## src/rtl/rand_host_requester.sv

```systemverilog
// rand_host_requester
//   Host-side requester for the TRNG CPU random-number port. Accepts one
//   RDRAND/RDSEED command and issues a single-cycle rand_req. It then assembles
//   the returned OUTPUT_WIDTH-bit beats into a right-aligned 64-bit word and
//   returns that word as a one-cycle response. A per-beat idle timeout guards
//   against a stalled device. Beats arriving outside COLLECT are counted as
//   spurious.
//
// Ports
//   clk, rst_n                 clock, async active-low reset
//   cmd_valid/cmd_ready        command handshake (cmd_ready = FSM idle)
//   cmd_type[2:0]              bit2: 0 RDRAND / 1 RDSEED; bits1:0: 16/32/64, 3 illegal
//   rand_req, rand_req_type    request strobe and type to the device
//   rand_byte, rand_valid      data slice from the device
//   resp_valid                 one-cycle response pulse
//   resp_data/type/error       response payload, held until the next response
//   spurious_cnt               saturating count of unexpected beats
//   busy                       FSM not idle
module rand_host_requester #(
  parameter int unsigned OUTPUT_WIDTH   = 8,
  parameter int unsigned TIMEOUT_CYCLES = 1024
) (
  input  logic                    clk,
  input  logic                    rst_n,
  input  logic                    cmd_valid,
  output logic                    cmd_ready,
  input  logic [2:0]              cmd_type,
  output logic                    rand_req,
  output logic [2:0]              rand_req_type,
  input  logic [OUTPUT_WIDTH-1:0] rand_byte,
  input  logic                    rand_valid,
  output logic                    resp_valid,
  output logic [63:0]             resp_data,
  output logic [2:0]              resp_type,
  output logic                    resp_error,
  output logic [7:0]              spurious_cnt,
  output logic                    busy
);

  localparam int unsigned SLICES = 64 / OUTPUT_WIDTH;
  localparam int unsigned TW     = $clog2(TIMEOUT_CYCLES);
  // Beat counts round up so a 16-bit request on a 32-bit port still takes one beat.
  localparam logic [3:0] N16 = 4'((16 + OUTPUT_WIDTH - 1) / OUTPUT_WIDTH);
  localparam logic [3:0] N32 = 4'((32 + OUTPUT_WIDTH - 1) / OUTPUT_WIDTH);
  localparam logic [3:0] N64 = 4'(64 / OUTPUT_WIDTH);

  typedef enum logic [1:0] {S_IDLE, S_REQ, S_COLLECT, S_DONE} state_e;

  state_e          state_q, state_d;
  logic [2:0]      type_q, type_d;
  logic [3:0]      n_q, n_d;
  logic [3:0]      beat_cnt_q, beat_cnt_d;
  logic [TW-1:0]   timer_q, timer_d;
  logic [63:0]     asm_q, asm_d;
  logic            rand_req_q, rand_req_d;
  logic [2:0]      rand_req_type_q, rand_req_type_d;
  logic            resp_valid_q, resp_valid_d;
  logic [63:0]     resp_data_q, resp_data_d;
  logic [2:0]      resp_type_q, resp_type_d;
  logic            resp_error_q, resp_error_d;
  logic [7:0]      spurious_cnt_q, spurious_cnt_d;

  // Zero everything above the requested width (drops the upper half of a
  // 32-bit slice when a 16-bit request is served by a 32-bit port).
  function automatic logic [63:0] trim(input logic [63:0] d, input logic [1:0] w);
    case (w)
      2'd0:    trim = {48'd0, d[15:0]};
      2'd1:    trim = {32'd0, d[31:0]};
      default: trim = d;
    endcase
  endfunction

  always_comb begin
    state_d         = state_q;
    type_d          = type_q;
    n_d             = n_q;
    beat_cnt_d      = beat_cnt_q;
    timer_d         = timer_q;
    asm_d           = asm_q;
    rand_req_d      = 1'b0;
    rand_req_type_d = rand_req_type_q;
    resp_valid_d    = 1'b0;
    resp_data_d     = resp_data_q;
    resp_type_d     = resp_type_q;
    resp_error_d    = resp_error_q;
    spurious_cnt_d  = spurious_cnt_q;

    if (rand_valid && (state_q != S_COLLECT) && (spurious_cnt_q != 8'hFF))
      spurious_cnt_d = spurious_cnt_q + 8'd1;

    unique case (state_q)
      S_IDLE: begin
        if (cmd_valid) begin
          type_d          = cmd_type;
          rand_req_type_d = cmd_type;
          asm_d           = '0;
          beat_cnt_d      = '0;
          timer_d         = '0;
          case (cmd_type[1:0])
            2'd0:    n_d = N16;
            2'd1:    n_d = N32;
            default: n_d = N64;
          endcase
          if (cmd_type[1:0] == 2'b11) begin
            state_d      = S_DONE;
            resp_valid_d = 1'b1;
            resp_data_d  = '0;
            resp_type_d  = cmd_type;
            resp_error_d = 1'b1;
          end else begin
            state_d    = S_REQ;
            rand_req_d = 1'b1;
          end
        end
      end
      S_REQ: state_d = S_COLLECT;
      S_COLLECT: begin
        if (rand_valid) begin
          for (int unsigned s = 0; s < SLICES; s++)
            if (beat_cnt_q == 4'(s)) asm_d[s*OUTPUT_WIDTH +: OUTPUT_WIDTH] = rand_byte;
          beat_cnt_d = beat_cnt_q + 4'd1;
          timer_d    = '0;
          if (beat_cnt_d == n_q) begin
            state_d      = S_DONE;
            resp_valid_d = 1'b1;
            resp_data_d  = trim(asm_d, type_q[1:0]);
            resp_type_d  = type_q;
            resp_error_d = 1'b0;
          end
        end else if (timer_q == TW'(TIMEOUT_CYCLES - 1)) begin
          state_d      = S_DONE;
          resp_valid_d = 1'b1;
          resp_data_d  = trim(asm_q, type_q[1:0]);
          resp_type_d  = type_q;
          resp_error_d = 1'b1;
        end else begin
          timer_d = timer_q + TW'(1);
        end
      end
      S_DONE: begin
        state_d         = S_IDLE;
        rand_req_type_d = '0;
      end
      default: state_d = S_IDLE;
    endcase
  end

  always_ff @(posedge clk or negedge rst_n) begin
    if (!rst_n) begin
      state_q         <= S_IDLE;
      type_q          <= '0;
      n_q             <= '0;
      beat_cnt_q      <= '0;
      timer_q         <= '0;
      asm_q           <= '0;
      rand_req_q      <= 1'b0;
      rand_req_type_q <= '0;
      resp_valid_q    <= 1'b0;
      resp_data_q     <= '0;
      resp_type_q     <= '0;
      resp_error_q    <= 1'b0;
      spurious_cnt_q  <= '0;
    end else begin
      state_q         <= state_d;
      type_q          <= type_d;
      n_q             <= n_d;
      beat_cnt_q      <= beat_cnt_d;
      timer_q         <= timer_d;
      asm_q           <= asm_d;
      rand_req_q      <= rand_req_d;
      rand_req_type_q <= rand_req_type_d;
      resp_valid_q    <= resp_valid_d;
      resp_data_q     <= resp_data_d;
      resp_type_q     <= resp_type_d;
      resp_error_q    <= resp_error_d;
      spurious_cnt_q  <= spurious_cnt_d;
    end
  end

  assign cmd_ready     = (state_q == S_IDLE);
  assign busy          = (state_q != S_IDLE);
  assign rand_req      = rand_req_q;
  assign rand_req_type = rand_req_type_q;
  assign resp_valid    = resp_valid_q;
  assign resp_data     = resp_data_q;
  assign resp_type     = resp_type_q;
  assign resp_error    = resp_error_q;
  assign spurious_cnt  = spurious_cnt_q;

endmodule

```

## config.mk

```make
export PLATFORM = sky130hd
export DESIGN_NAME = rand_host_requester
export DESIGN_NICKNAME = d
export VERILOG_FILES = /design/src/rtl/rand_host_requester.sv
export SDC_FILE = /design/constraint.sdc
export NUM_CORES = 1
export LEC_CHECK = 0
export ABC_AREA = 1
export CORE_MARGIN = 2
export CORE_UTILIZATION = 57
export CTS_CLUSTER_SIZE = 8
export DETAILED_ROUTE_END_ITERATION = 10
export PLACE_DENSITY = 0.81
export SYNTH_ARGS = -nofsm -noshare
export SYNTH_HDL_FRONTEND = slang
export SYNTH_SLANG_ARGS = --single-unit
```

## constraint.sdc

```tcl
create_clock -name clk -period 2.35 [get_ports clk]
set_clock_uncertainty 0.05 [all_clocks]
set_input_delay 0.705 -clock clk [delete_from_list [all_inputs] [get_ports clk]]
set_output_delay 0.705 -clock clk [all_outputs]
set_load 0.05 [all_outputs]
```

==> results.md <==
- The hold violation count in the final report is 0.
- At the pin with the least slew margin, the transition time is 0.524 ns.
- The sequential-to-total area share from yosys stat is 0.491.
- The worst setup path is launched from a flop.
- In this run the critical register-to-register path is captured at resp_type[2]$_DFFE_PN0P_.
- The number of DRC markers in iteration 0 is 918.
- TritonCTS built the clock tree.
- The number of buffers inserted by port buffering is 97.
- The half-perimeter wire length after detailed placement is 13800 µm.
- Setup violations remaining at the end of the flow were counted as 0.
- For this run, the detailed router's first-pass iteration total came to 6.
- At the worst endpoint, the arrival time is 1.57 ns.
- For this run, the number of Yosys warnings is 0.
- The max-capacitance violation count is 0.
- The xor and xnor fraction of the mapped netlist area is 0.00824.
- The layout has 1097 filler cells.
- Once detail routing completed, the nets flagged for antenna violations numbered 0.
- The remaining design rule violation count is 0.
- The insertion delay to the later sink of the worst-skew pair is 0.44 ns.
- The number of antenna repair diodes is 0.
- The routed design has 21800 µm of wire.
- The overall routing resource usage is 0.286.
- Setup repair after global routing left no endpoint under its margin.
- The starting density of the core is 0.585.
- The number of buffers and inverters on the critical path is 1.
- During I/O placement, the number of pins put on the boundary was 98.
- The count of distinct cell types in the synthesized netlist is 29.
- At the end of the flow the core is filled with cells to 0.731.
- The total number of H-tree levels is 4.
- The final estimated routing congestion in global placement is 0.867.
- Of the cells placed in the final design, the portion with a size suffix greater than 1 is 0.0887.
- The net count after synthesis is 1104.
- The max-slew violation count is 0.
- The post-synthesis compound-gate area fraction is 0.156.
- The pin count of the biggest net entering global routing is 48.
- The tightest min-delay check is of the in -> async type.
- The number of global-route vias before repair is 7432.
- The sequential cells in the finished layout cover a total of 4180 µm².
- The highest-delay cell along the critical path is clkdlybuf4s50_1.
- The flip-flop and latch count after synthesis is 167.
- Setup slack on the critical path of the routed design comes to 0.0252 ns.
- The floorplan has 44 rows.
- The floorplan die area is 15900 µm².
- The highest achievable clock rate is 430 MHz.
- The largest voltage drop on the vdd net is 0.00144 V.
- Dividing the final minimum period by the clock period gives 0.989.
- After synthesis, the share of cell area in mux cells is 0.00265.
- The kind of capture point of the worst setup path is a primary output.
- The clock tree root buffer cell is clkbuf_16.
- The worst register-to-register path has a setup slack of 0.19 ns.
- The dominant delay contributor by cell family on the critical path is buffers and inverters.
- The number of antenna violations at the first check in global routing is 0.
- A synthesized cell averages 7.88 µm².
- On the final layout, the worst hold slack is 0.120 ns.
- The startpoint of the worst-slack reg-to-reg timing path is beat_cnt_q[0]$_DFFE_PN0P_.
- Summed over all cells, the static leakage comes to 6.25 nW.
- The worst reg-to-reg path cell count is 12.
- The flow ran to the end, and the final reports show no timing, DRC or antenna violations.
- After clock tree synthesis, the clock-pin slew on the worst setup and hold paths is 0.06 ns.
- The aggregate global routing overflow is 0.
- Summing over every cut layer, the via total after detailed routing is 7886.
- The first global-routing pass estimated 36700 µm of wire.
- In this run the horizontal extent of the chip is 126 µm.
- From bottom edge to top edge, the die measures 126 µm.
- On the worst path, the slowest cell contributes a delay of 0.80 ns.
- The final layout contains 1195 nets.
- Of the total synthesized cell area, the portion taken by AND, OR, NAND and NOR gates is 0.226.
- The routed design could run at a clock period as short as 2.32 ns.
- After clock tree synthesis, the flow added hold-fix buffers numbering 0.
- The maximum root-to-sink buffer count is 2.
- The signal on the critical path passes through clkdlybuf4s50_1.
- The area added between synthesis and finish is 24.9%.
- The normalized max-slew margin is 0.649.
- Of all nets on the critical path, the largest fanout is 2.
- The power density of the placed cells is 1350 nW/µm².
- The required time of the critical path is 1.59 ns.
- The cell area after synthesis is 8510 µm².
- The multi-input combinational cells in the finished layout cover a total of 3460 µm².
- The detail-routed via count per cell is 5.76.
- The post-synthesis share of cell area spent on full adders, half adders and majority gates is 0.0132.
- The number of sinks on the clock net is 167.
- Before CTS, the worst setup slack after placement is 0.0771 ns.
- The number of instances in the synthesized netlist is 1080.
- By area, the combinational part of the netlist is dominated by simple AND/OR/NAND/NOR gates.
- The core region area is 14500 µm².
- The critical path class is reg -> out.
- TritonCTS created 17 clock buffers.
- The average wire per standard cell is 15.9 µm.
- The total negative slack for setup checks is 0 ns.
-- cells in the final DEF (no fill, tap or decap), drive strengths merged, types with 32 or more instances in the layout --
cell type	count
nand4	72
dlygate4sd2	48
nand2	313
o21ai	95
dfrtp	167
inv	148
o22ai	73
buf	55
o211ai	32
-- through the flow --
stage                     cells  cell area [µm²]  power [mW]
after floorplan            1080             8510        8.82
after global routing       1368            10600        15.1
final                      1368            10600        14.3
after CTS                  1368            10600        14.3
after global placement     1336             9970        11.2
after detailed placement   1336             9970        11.4
-- kinds of logic (layout without fill, tap and decap cells) --
| group | after synthesis | count (layout) |
|---|---|---|
| AO/OA/AOI/OAI | 229 | 229 |
| multiplexers | 2 | 2 |
| XOR/XNOR | 8 | 8 |
| AND/OR/NAND/NOR | 446 | 446 |
| buffers and inverters | 219 | 323 |
| flip-flops | 167 | 167 |
| adder cells (fa/ha/maj) | 9 | 9 |
-- power by group --
part | switching, mW | internal (mW)
registers | 0.404 | 3.58
clock network | 1.17 | 1.93
logic | 5.07 | 2.15
total | 6.65 | 7.67
-- worst reg2reg max path, delay by kind of cell, from the launching register on --
kind,cells,cell delay (ns)
buffers and inverters,3,0.42
DFF,1,0.43
adders and majority gates,1,0.30
and+or+nand+nor,8,0.90
-- worst max path at each step --
stage                     cells after the start                         to                       from  slack [ns]
after global routing                          9  resp_data[54]$_DFFE_PN0P_  beat_cnt_q[0]$_DFFE_PN0P_       0.002
final                                         1              resp_data[61]  resp_data[61]$_DFFE_PN0P_        0.03
after floorplan                               9      asm_q[45]$_DFFE_PN0P_     state_q[0]$_DFFE_PN0P_        0.12
after CTS                                     1               resp_data[0]   resp_data[0]$_DFFE_PN0P_      0.0003
after detailed placement                      9     timer_q[2]$_DFFE_PN0P_                  cmd_valid        0.08
after global placement                        9     timer_q[2]$_DFFE_PN0P_                  cmd_valid        0.11
-- final cells by class --
type                    instances  share of cell area
multi-input cells             694               0.326
flip-flops and latches        167               0.393
clock inverters                13              0.0190
well taps                     184              0.0217
repair buffers                142               0.145
clock buffers                  19              0.0426
inverters                     149              0.0526
-- flip-flops by register name, summed over array words and instances, names as in the netlist --
| register | cells |
|---|---|
| resp_error | 1 |
| n_q | 3 |
| resp_valid | 1 |
| resp_type | 3 |
| state_q | 2 |
| type_q | 3 |
| rand_req | 1 |
| beat_cnt_q | 4 |
| spurious_cnt | 8 |
| asm_q | 64 |
| timer_q | 10 |
| rand_req_type | 3 |
| resp_data | 64 |
-- cells in the mapped netlist (all sizes together) --
| library cell | number | area, µm² |
|---|---|---|
| mux2 | 2 | 22.5 |
| xnor2 | 3 | 26.3 |
| nor2 | 27 | 106 |
| o211ai | 32 | 240 |
| clkbuf | 40 | 150 |
| o31ai | 1 | 7.51 |
| ha | 9 | 113 |
| buf | 30 | 165 |
| clkinv | 1 | 3.75 |
| dfrtp | 167 | 4180 |
| o21ai | 95 | 475 |
| nand4 | 72 | 457 |
| nor3 | 4 | 20.0 |
| nand2 | 313 | 1170 |
| nor3b | 2 | 15.0 |
| xor2 | 5 | 43.8 |
| nand3 | 28 | 150 |
| a21oi | 28 | 144 |
| inv | 148 | 556 |
| o22ai | 73 | 457 |
-- repair_timing --
item | 4_1_cts | 5_1_grt
hold endpoints to repair | 0 | 0
endpoints found under the setup margin | 48 | 26
setup buffers | 0 | 0
resized for setup | 48 | 26
-- per-layer routing --
layer / vias up / track usage / routed length (µm)
met3: 40 / 0.0523 / 1510
met1: 3762 / 0.400 / 9410
met4: 0 / 0.103 / 582
met5: - / 0 / 0
met2: 308 / 0.450 / 10300
li1: 3776 / - / -
Power figures use the tool's default switching activity.
